$ cat src/rtl/prog_loader_mem.sv
// Program loader and CPU memory: receives a length-prefixed byte image, checks it
// against a trailing XOR checksum, then releases the CPU from reset.
module prog_loader_mem #(
    parameter int ADDR_W = 8,
    parameter int DATA_W = 16
) (
    input  logic              clk,
    input  logic              rst_n,
    input  logic [7:0]        byte_in,
    input  logic              byte_valid,
    output logic              byte_ready,
    input  logic [ADDR_W-1:0] cpu_addr,
    input  logic [DATA_W-1:0] cpu_wdata,
    input  logic              cpu_we,
    output logic [DATA_W-1:0] cpu_rdata,
    output logic              cpu_rst_n,
    output logic              load_done,
    output logic              load_err
);

    localparam int DEPTH = 1 << ADDR_W;
    // Count must hold both any LEN byte value and the full depth (LEN=0).
    localparam int CNT_W = ((ADDR_W > 8) ? ADDR_W : 8) + 1;

    typedef enum logic [2:0] {
        S_LEN, S_HI, S_LO, S_CHK, S_DONE, S_ERR
    } state_t;

    state_t            state_q;
    logic [ADDR_W-1:0] waddr_q;
    logic [CNT_W-1:0]  cnt_q;
    logic [7:0]        hi_q;
    logic [7:0]        chk_q;
    logic              rdy_q, crst_q, done_q, err_q;

    logic [CNT_W-1:0]  cnt_d;
    logic [CNT_W-1:0]  len_d;
    logic [7:0]        chk_d;
    logic              accept, lo_we, cpu_wr;

    logic [DATA_W-1:0] mem [DEPTH];

    always_comb begin
        accept = byte_valid & rdy_q;
        cnt_d  = cnt_q - CNT_W'(1);
        chk_d  = chk_q ^ byte_in;
        len_d  = (byte_in == 8'h00) ? CNT_W'(DEPTH) : CNT_W'(byte_in);
        lo_we  = rst_n & accept & (state_q == S_LO);
        cpu_wr = rst_n & cpu_we & (state_q == S_DONE);
    end

    always_ff @(posedge clk) begin
        if (!rst_n) begin
            state_q <= S_LEN;
            waddr_q <= '0;
            cnt_q   <= '0;
            hi_q    <= '0;
            chk_q   <= '0;
            rdy_q   <= 1'b1;
            crst_q  <= 1'b0;
            done_q  <= 1'b0;
            err_q   <= 1'b0;
        end else if (accept) begin
            case (state_q)
                S_LEN: begin
                    cnt_q   <= len_d;
                    waddr_q <= '0;
                    chk_q   <= '0;
                    state_q <= S_HI;
                end
                S_HI: begin
                    hi_q    <= byte_in;
                    chk_q   <= chk_d;
                    state_q <= S_LO;
                end
                S_LO: begin
                    chk_q   <= chk_d;
                    waddr_q <= waddr_q + ADDR_W'(1);
                    cnt_q   <= cnt_d;
                    state_q <= (cnt_d == '0) ? S_CHK : S_HI;
                end
                S_CHK: begin
                    rdy_q <= 1'b0;
                    if (byte_in == chk_q) begin
                        state_q <= S_DONE;
                        crst_q  <= 1'b1;
                        done_q  <= 1'b1;
                    end else begin
                        state_q <= S_ERR;
                        err_q   <= 1'b1;
                    end
                end
                default: ;
            endcase
        end
    end

    // Loader and CPU writes never coincide: CPU writes only exist in DONE.
    always_ff @(posedge clk) begin
        if (lo_we)
            mem[waddr_q] <= DATA_W'({hi_q, byte_in});
        else if (cpu_wr)
            mem[cpu_addr] <= cpu_wdata;
    end

    assign cpu_rdata  = mem[cpu_addr];
    assign byte_ready = rdy_q;
    assign cpu_rst_n  = crst_q;
    assign load_done  = done_q;
    assign load_err   = err_q;

endmodule
$ cat config.mk
export PLATFORM = sky130hd
export DESIGN_NAME = prog_loader_mem
export DESIGN_NICKNAME = d
export VERILOG_FILES = /design/src/rtl/prog_loader_mem.sv
export SDC_FILE = /design/constraint.sdc
export NUM_CORES = 2
export LEC_CHECK = 0
export ABC_CLOCK_PERIOD_IN_PS = 7400
export CELL_PAD_IN_SITES_DETAIL_PLACEMENT = 1
export CELL_PAD_IN_SITES_GLOBAL_PLACEMENT = 1
export CORE_MARGIN = 10
export CORE_UTILIZATION = 39
export CTS_CLUSTER_DIAMETER = 60
export DETAILED_ROUTE_END_ITERATION = 16
export PLACE_DENSITY_LB_ADDON = 0.1
export REMOVE_ABC_BUFFERS = 1
export SKIP_CTS_REPAIR_TIMING = 1
export SYNTH_ARGS = -nofsm -noshare
export SYNTH_HDL_FRONTEND = slang
export SYNTH_SLANG_ARGS = --single-unit
$ cat constraint.sdc
create_clock -name clk -period 7.4 [get_ports clk]
set_input_delay 1.48 -clock clk [delete_from_list [all_inputs] [get_ports clk]]
set_output_delay 1.48 -clock clk [all_outputs]
set_load 0.005 [all_outputs]
## Word level (Yosys, flattened, before mapping)

Memory sizes are Yosys's and may differ from the RTL's.
Index checks and enable logic that the tools add are counted.
Widths: inputs -> output; s select.

| operators by class | value |
|---|---|
| equal/unequal tests | 5 |
| reduce and logical (&&, ||, !) cells | 15 |
| mux-type cells | 15 |
| bitwise logic cells | 7 |
| $add $sub $neg | 2 |

Operator list:

| kind | number |
|---|---|
| $pmux 8 s2 | 2 |
| $pmux 9 s2 | 1 |
| $mux 16 | 1 |
| $reduce_or 16->1 | 1 |
| $pmux 3 s4 | 1 |
| $reduce_and 2->1 | 5 |
| $logic_not 9->1 | 1 |
| $mux 9 | 1 |
| $sub 9x1->9 const B | 1 |
| $add 8x1->8 const B | 1 |
| $eq 8x8->1 | 1 |
| $logic_not 8->1 | 1 |
| $mux 8 | 1 |
| $xor 8x8->8 | 1 |
| $mux 1 | 7 |
| $eq 3x2->1 const B | 2 |
| $reduce_and 3->1 | 2 |
| $and 1x1->1 | 5 |
| $reduce_bool 2->1 | 2 |
| $reduce_bool 4->1 | 1 |
| $eq 3x1->1 const B | 1 |
| $eq 3x3->1 const B | 1 |
| $logic_not 3->1 | 1 |
| $mux 2 | 1 |
| other kinds (2) | 2 |

| storage, ports and cells | value |
|---|---|
| register bits after elaboration | 39 |
| output and inout bits | 20 |
| RAM bits | 4096 |
| logic and storage cells | 53 |
| memories kept | 1 |

Memory list:

| memory | words | width | rd ports | clocked after memory_dff | wr ports | line | text |
|---|---|---|---|---|---|---|---|
| mem | 256 | 16 | 1 | 0 | 1 | 41 | `logic [DATA_W-1:0] mem [DEPTH];` |

## Depth between registers and ports, before layout

| logic depth | value |
|---|---|
| word-level depth | 7 |
| gate-level depth with buffers | 13 |
| depth with buffers taken out | 9 |

## Least setup slack after synthesis

OpenSTA, ideal clock, no wires.

| timing path | value |
|---|---|
| path type | input -> register |
| from | input rst_n |
| to | memory mem[0][10] (data pin) |
| library setup time | 823 ps |
| setup slack | 781 ps |
| path buffers | 4 |
| required time | 6577 ps |
| arrival time | 5796 ps |
| stages on the path | 7 |
| cells stage by stage | clkbuf_1 -> and4_1 -> clkbuf_1 -> buf_2 -> clkbuf_1 -> nand2_1 -> nand2_1 |

| on the way | value |
|---|---|
| cells in the longest elaborated chain, start to end | 7 |

Ends and longest elaborated chain:

| what | line | text |
|---|---|---|
| from (decl) | 8 | `input logic rst_n,` |
| $and 1x1->1 (2 in series) | 49 | `cpu_wr = rst_n & cpu_we & (state_q == S_DONE);` |
| $mux 1 | 102 | `else if (cpu_wr)` |
| $mux 1 (*) | 100 | `if (lo_we)` |
| $mux 1 (implied by the code) (*) | 103 | `mem[cpu_addr] <= cpu_wdata;` |
| $reduce_or 16->1 (no line) (*) | - |  |
| $mux 16 (no line) (*) | - |  |
| to (decl) | 41 |  |

Every way passes the cells marked *; elsewhere a longest branch is shown, timed or not.

## Final worst setup path

| timing path | value |
|---|---|
| from | input cpu_addr[2] |
| to | output cpu_rdata[9] |

| on the way | value |
|---|---|
| cells in the longest elaborated chain, start to end | 1 |

Ends and longest elaborated chain:

| what | line | text |
|---|---|---|
| from (decl) | 12 | `input logic [ADDR_W-1:0] cpu_addr,` |
| $mem_v2 256x16 | - |  |
| to (decl) | 15 | `output logic [DATA_W-1:0] cpu_rdata,` |

No other way between the ends.

==> impl_metrics.csv <==
group,metric,value,unit
run_status,outcome,"complete, but fails checks",
run_status,violations,"negative setup slack",
floorplan,die_h,662.6,µm
logic_synthesis,synth_xor_area_share,0.09790,%
cells_and_area,final_nets,8509,
grt,grt_pass1_wl,717900,µm
route,num_vias,83280,
clock_network,htree_levels,5,
floorplan,die-area,0.4390,mm²
sta,layout_setup_ws,-68.21,ps
power_and_ir_drop,max-vdd-ir-drop,0.0001988,V
sta,setup-tns-final,-72.47,ps
power_and_ir_drop,p_int,39.42,mW
route,via_per_inst,5.819,
logic_synthesis,syn_area,0.1610,mm²
logic_synthesis,synth-edff-count,4096,
floorplan,die_w,662.6,µm
logic_synthesis,yosysSeqAreaShare,76.86,%
grt,track_usage,22.97,%
logic_synthesis,syn_area_per_cell,20.98,µm²
grt,antenna_found_initial,16,
route,wire_per_inst,36.39,µm
clock_network,insertion_delay,1000,ps
sta,finalSetupViolCount,2,
critical_path,r2r.worst_path.cells,7,
logic_synthesis,synthTopCellsByCount,"edfxtp_1 (4096), mux4_2 (829), mux2i_1 (560)",
sta,slew_headroom,12.56,%
worst_hold_path,hold_path.class,"reg2reg",
critical_path,start_kind,"input pin",
logic_synthesis,synth_mux_area_share,15.17,%
critical_path,crit_path_top_delay_cell,"nor3_2",
placed_design,place_inst,13460,
worst_hold_path,hold_start,"load_err",
critical_path,cp_data_required_time,5920,ps
critical_path,path_cells,"buf_6, or2_4, buf_12, buf_4, o221ai_1, nor3_1, nor4_1, nand4_1, nor3_2, buf_4, and4_1, clkdlybuf4s50_1",
critical_path,critPathKind,"in2out",
power_and_ir_drop,clkPwrFrac,43.8,%
critical_path,max_stage_delay,680,ps
cells_and_area,stdcell_area,0.1875,mm²
cells_and_area,fin_util,45.68,%
grt,first_global_vias,86150,
logic_synthesis,synth_top_family_by_area,"multiplexers",
route,wl,520800,µm
critical_path,rrSetupSlack,2370,ps
placed_design,port_buffers,55,
floorplan,initial_core_util,39.23,%
logic_synthesis,synth_flop_cell,"edfxtp_1",
worst_hold_path,holdPathEnd,"load_err",
placed_design,gp_congestion,0.8512,
clock_network,clockBufferDepth,4,
sta,worst_pin_slew,1312,ps
logic_synthesis,yosysMostFrequentCell,"edfxtp_1",
placed_design,dp_slack,-778.7,ps
critical_path,endpoint_kind,"output port",
cells_and_area,drive_above_1_share,28.12,%
floorplan,core_area,0.4105,mm²
sta,clock-skew-final,52.94,ps
critical_path,crit_top_cell,"buf_4",
placed_design,hpwl,331200,µm
logic_synthesis,synth_top_area_share,76.38,%
clock_network,cts_root_buf,"clkbuf_16",
logic_synthesis,synth-seq-cells,4135,
job,maxCapViolCount,0,
logic_synthesis,synth_top_area_cell,"edfxtp_1",
critical_path,cp_max_fo,46,
floorplan,rows,235,
placed_design,dpl_cell_area,0.1728,mm²
logic_synthesis,synth_warnings,0,
clock_network,cts_tree,"built",
power_and_ir_drop,swShare,22.13,%
route,highest_layer,"met4",
clock_network,cts-buffers-inserted,457,
route,route.met3.wl,28260,µm
cells_and_area,syn_to_final_growth,16.44,%
logic_synthesis,async_flop_share,0,%
power_and_ir_drop,switchingPower,11.20,mW
logic_synthesis,ys_top_cells_by_area,"edfxtp_1 (76%), mux4_2 (12%), mux2i_1 (3.5%)",
power_and_ir_drop,pwr-share-seq,50.8,%
clock_network,clkTransAtPathRegs,60,ps
grt,grt_max_degree,157,
critical_path,rr_endpoint,"mem[23][3]",
clock_network,clock_sinks,4135,
logic_synthesis,syn-instance-count,7677,
logic_synthesis,synthAdderAreaFrac,0.06060,%
sta,hold_viol,0,
sta,final_max_slew_viol_count,0,
cells_and_area,fin_cells,14310,
power_and_ir_drop,total_power,50.62,mW
sta,clock.fmax,0.1339,GHz
critical_path,arrival,5990,ps
sta,fin_crit_sh,100.9,%
worst_hold_path,holdPathStages,1,
route,drtIter0Drc,8891,
route,drc,0,
power_and_ir_drop,pwr-share-comb,5.4,%
route,route.antenna.remaining_nets,0,
route,wl_met2,253000,µm
logic_synthesis,synthSimpleGateAreaFrac,2.400,%
sta,finalHoldWorstSlack,483.0,ps
route,wl_met1,219700,µm
critical_path,r2r_start,"state_q[0]",
power_and_ir_drop,powerDensity,270.0,mW/mm²
power_and_ir_drop,p_leak,59.38,nW
grt,gr-total-overflow,0,
floorplan,io_pins,56,
sta,period_needed,7468,ps
logic_synthesis,synth_compound_area_share,3.521,%
route,dr.pass1.iters,5,
logic_synthesis,ys_types,75,
-- sequential cells by signal, summed over array words and instances, names as in the netlist --
register / cells
mem: 4096
chk_q: 8
load_done: 1
hi_q: 8
waddr_q: 8
cnt_q: 9
state_q: 3
load_err: 1
byte_ready: 1
-- worst max-delay path by stage --
stage           startpoint      endpoint  slack, ps  cells past startpoint
2_1_floorplan  cpu_addr[2]  cpu_rdata[9]      -3720                      7
3_3_place_gp   cpu_addr[6]  cpu_rdata[7]      -1150                     12
3_5_place_dp   cpu_addr[1]  cpu_rdata[1]       -780                     14
4_1_cts        cpu_addr[1]  cpu_rdata[1]       -840                     14
5_1_grt        cpu_addr[2]  cpu_rdata[9]         -2                     12
6_report       cpu_addr[2]  cpu_rdata[9]        -70                     12
-- critical path, delay by kind of cell --
kind | cells | cell delay, ps
and+or+nand+nor | 6 | 2440
buffers and inverters | 5 | 1510
AOI/OAI and AO/OA | 1 | 380
-- final cells by class --
| class | instances | area [µm²] |
|---|---|---|
| clock buffer | 562 | 12030 |
| multi-input combinational | 3061 | 35030 |
| fill | 37520 | 223000 |
| clock inverter | 278 | 2439 |
| sequential | 4135 | 123800 |
| inverter | 10 | 50.05 |
| timing repair buffer | 805 | 7328 |
| tap | 5451 | 6820 |
| antenna | 10 | 25.02 |
-- per-layer routing --
layer  GRT usage [%]  vias to the layer above
met2           38.08                     2665
met1           31.63                    46000
li1                -                    33900
met3           2.869                      714
met5               0                        -
met4           7.509                        0
-- kinds of logic (layout without fill, tap and decap cells) --
kind of cell	after synthesis	after routing
adder cells (fa/ha/maj)	9	9
multiplexers	1398	1398
AO/OA/AOI/OAI	786	786
flip-flops	4135	4135
other	0	10
XOR/XNOR	18	18
buffers and inverters	481	1655
AND/OR/NAND/NOR	850	850
-- power by group through the flow --
stage	Clock [mW]	Sequential, mW	Combinational (mW)
after floorplan	0	26.3	1.09
after global placement	0	26.2	2.69
after detailed placement	0	26.2	2.73
after CTS	22.6	25.7	2.73
after global routing	23.5	25.7	2.83
final	22.2	25.7	2.71
-- placed cells by master, fill, tap and decap left out, types with 20 or more instances in the layout --
| cell | instances |
|---|---|
| edfxtp_1 | 4096 |
| mux4_2 | 829 |
| buf_4 | 664 |
| mux2i_1 | 560 |
| clkbuf_16 | 465 |
| nor2_1 | 198 |
| nand2_1 | 177 |
| o221ai_1 | 167 |
| nor2_2 | 152 |
| a21oi_1 | 111 |
| clkinv_1 | 111 |
| o21ai_0 | 107 |
| o22ai_1 | 103 |
| clkbuf_1 | 93 |
| buf_12 | 89 |
| clkinv_2 | 84 |
| a22oi_1 | 74 |
| nor3_1 | 74 |
| clkdlybuf4s50_1 | 45 |
| dfxtp_1 | 39 |
| nand3_1 | 38 |
| a221oi_1 | 38 |
| o211ai_1 | 36 |
| bufinv_16 | 36 |
| nand4_1 | 32 |
| a211oi_1 | 26 |
| nor4_1 | 23 |
| or2_2 | 22 |
| a32o_1 | 20 |
No activity file was read; power rests on OpenSTA's default activity.
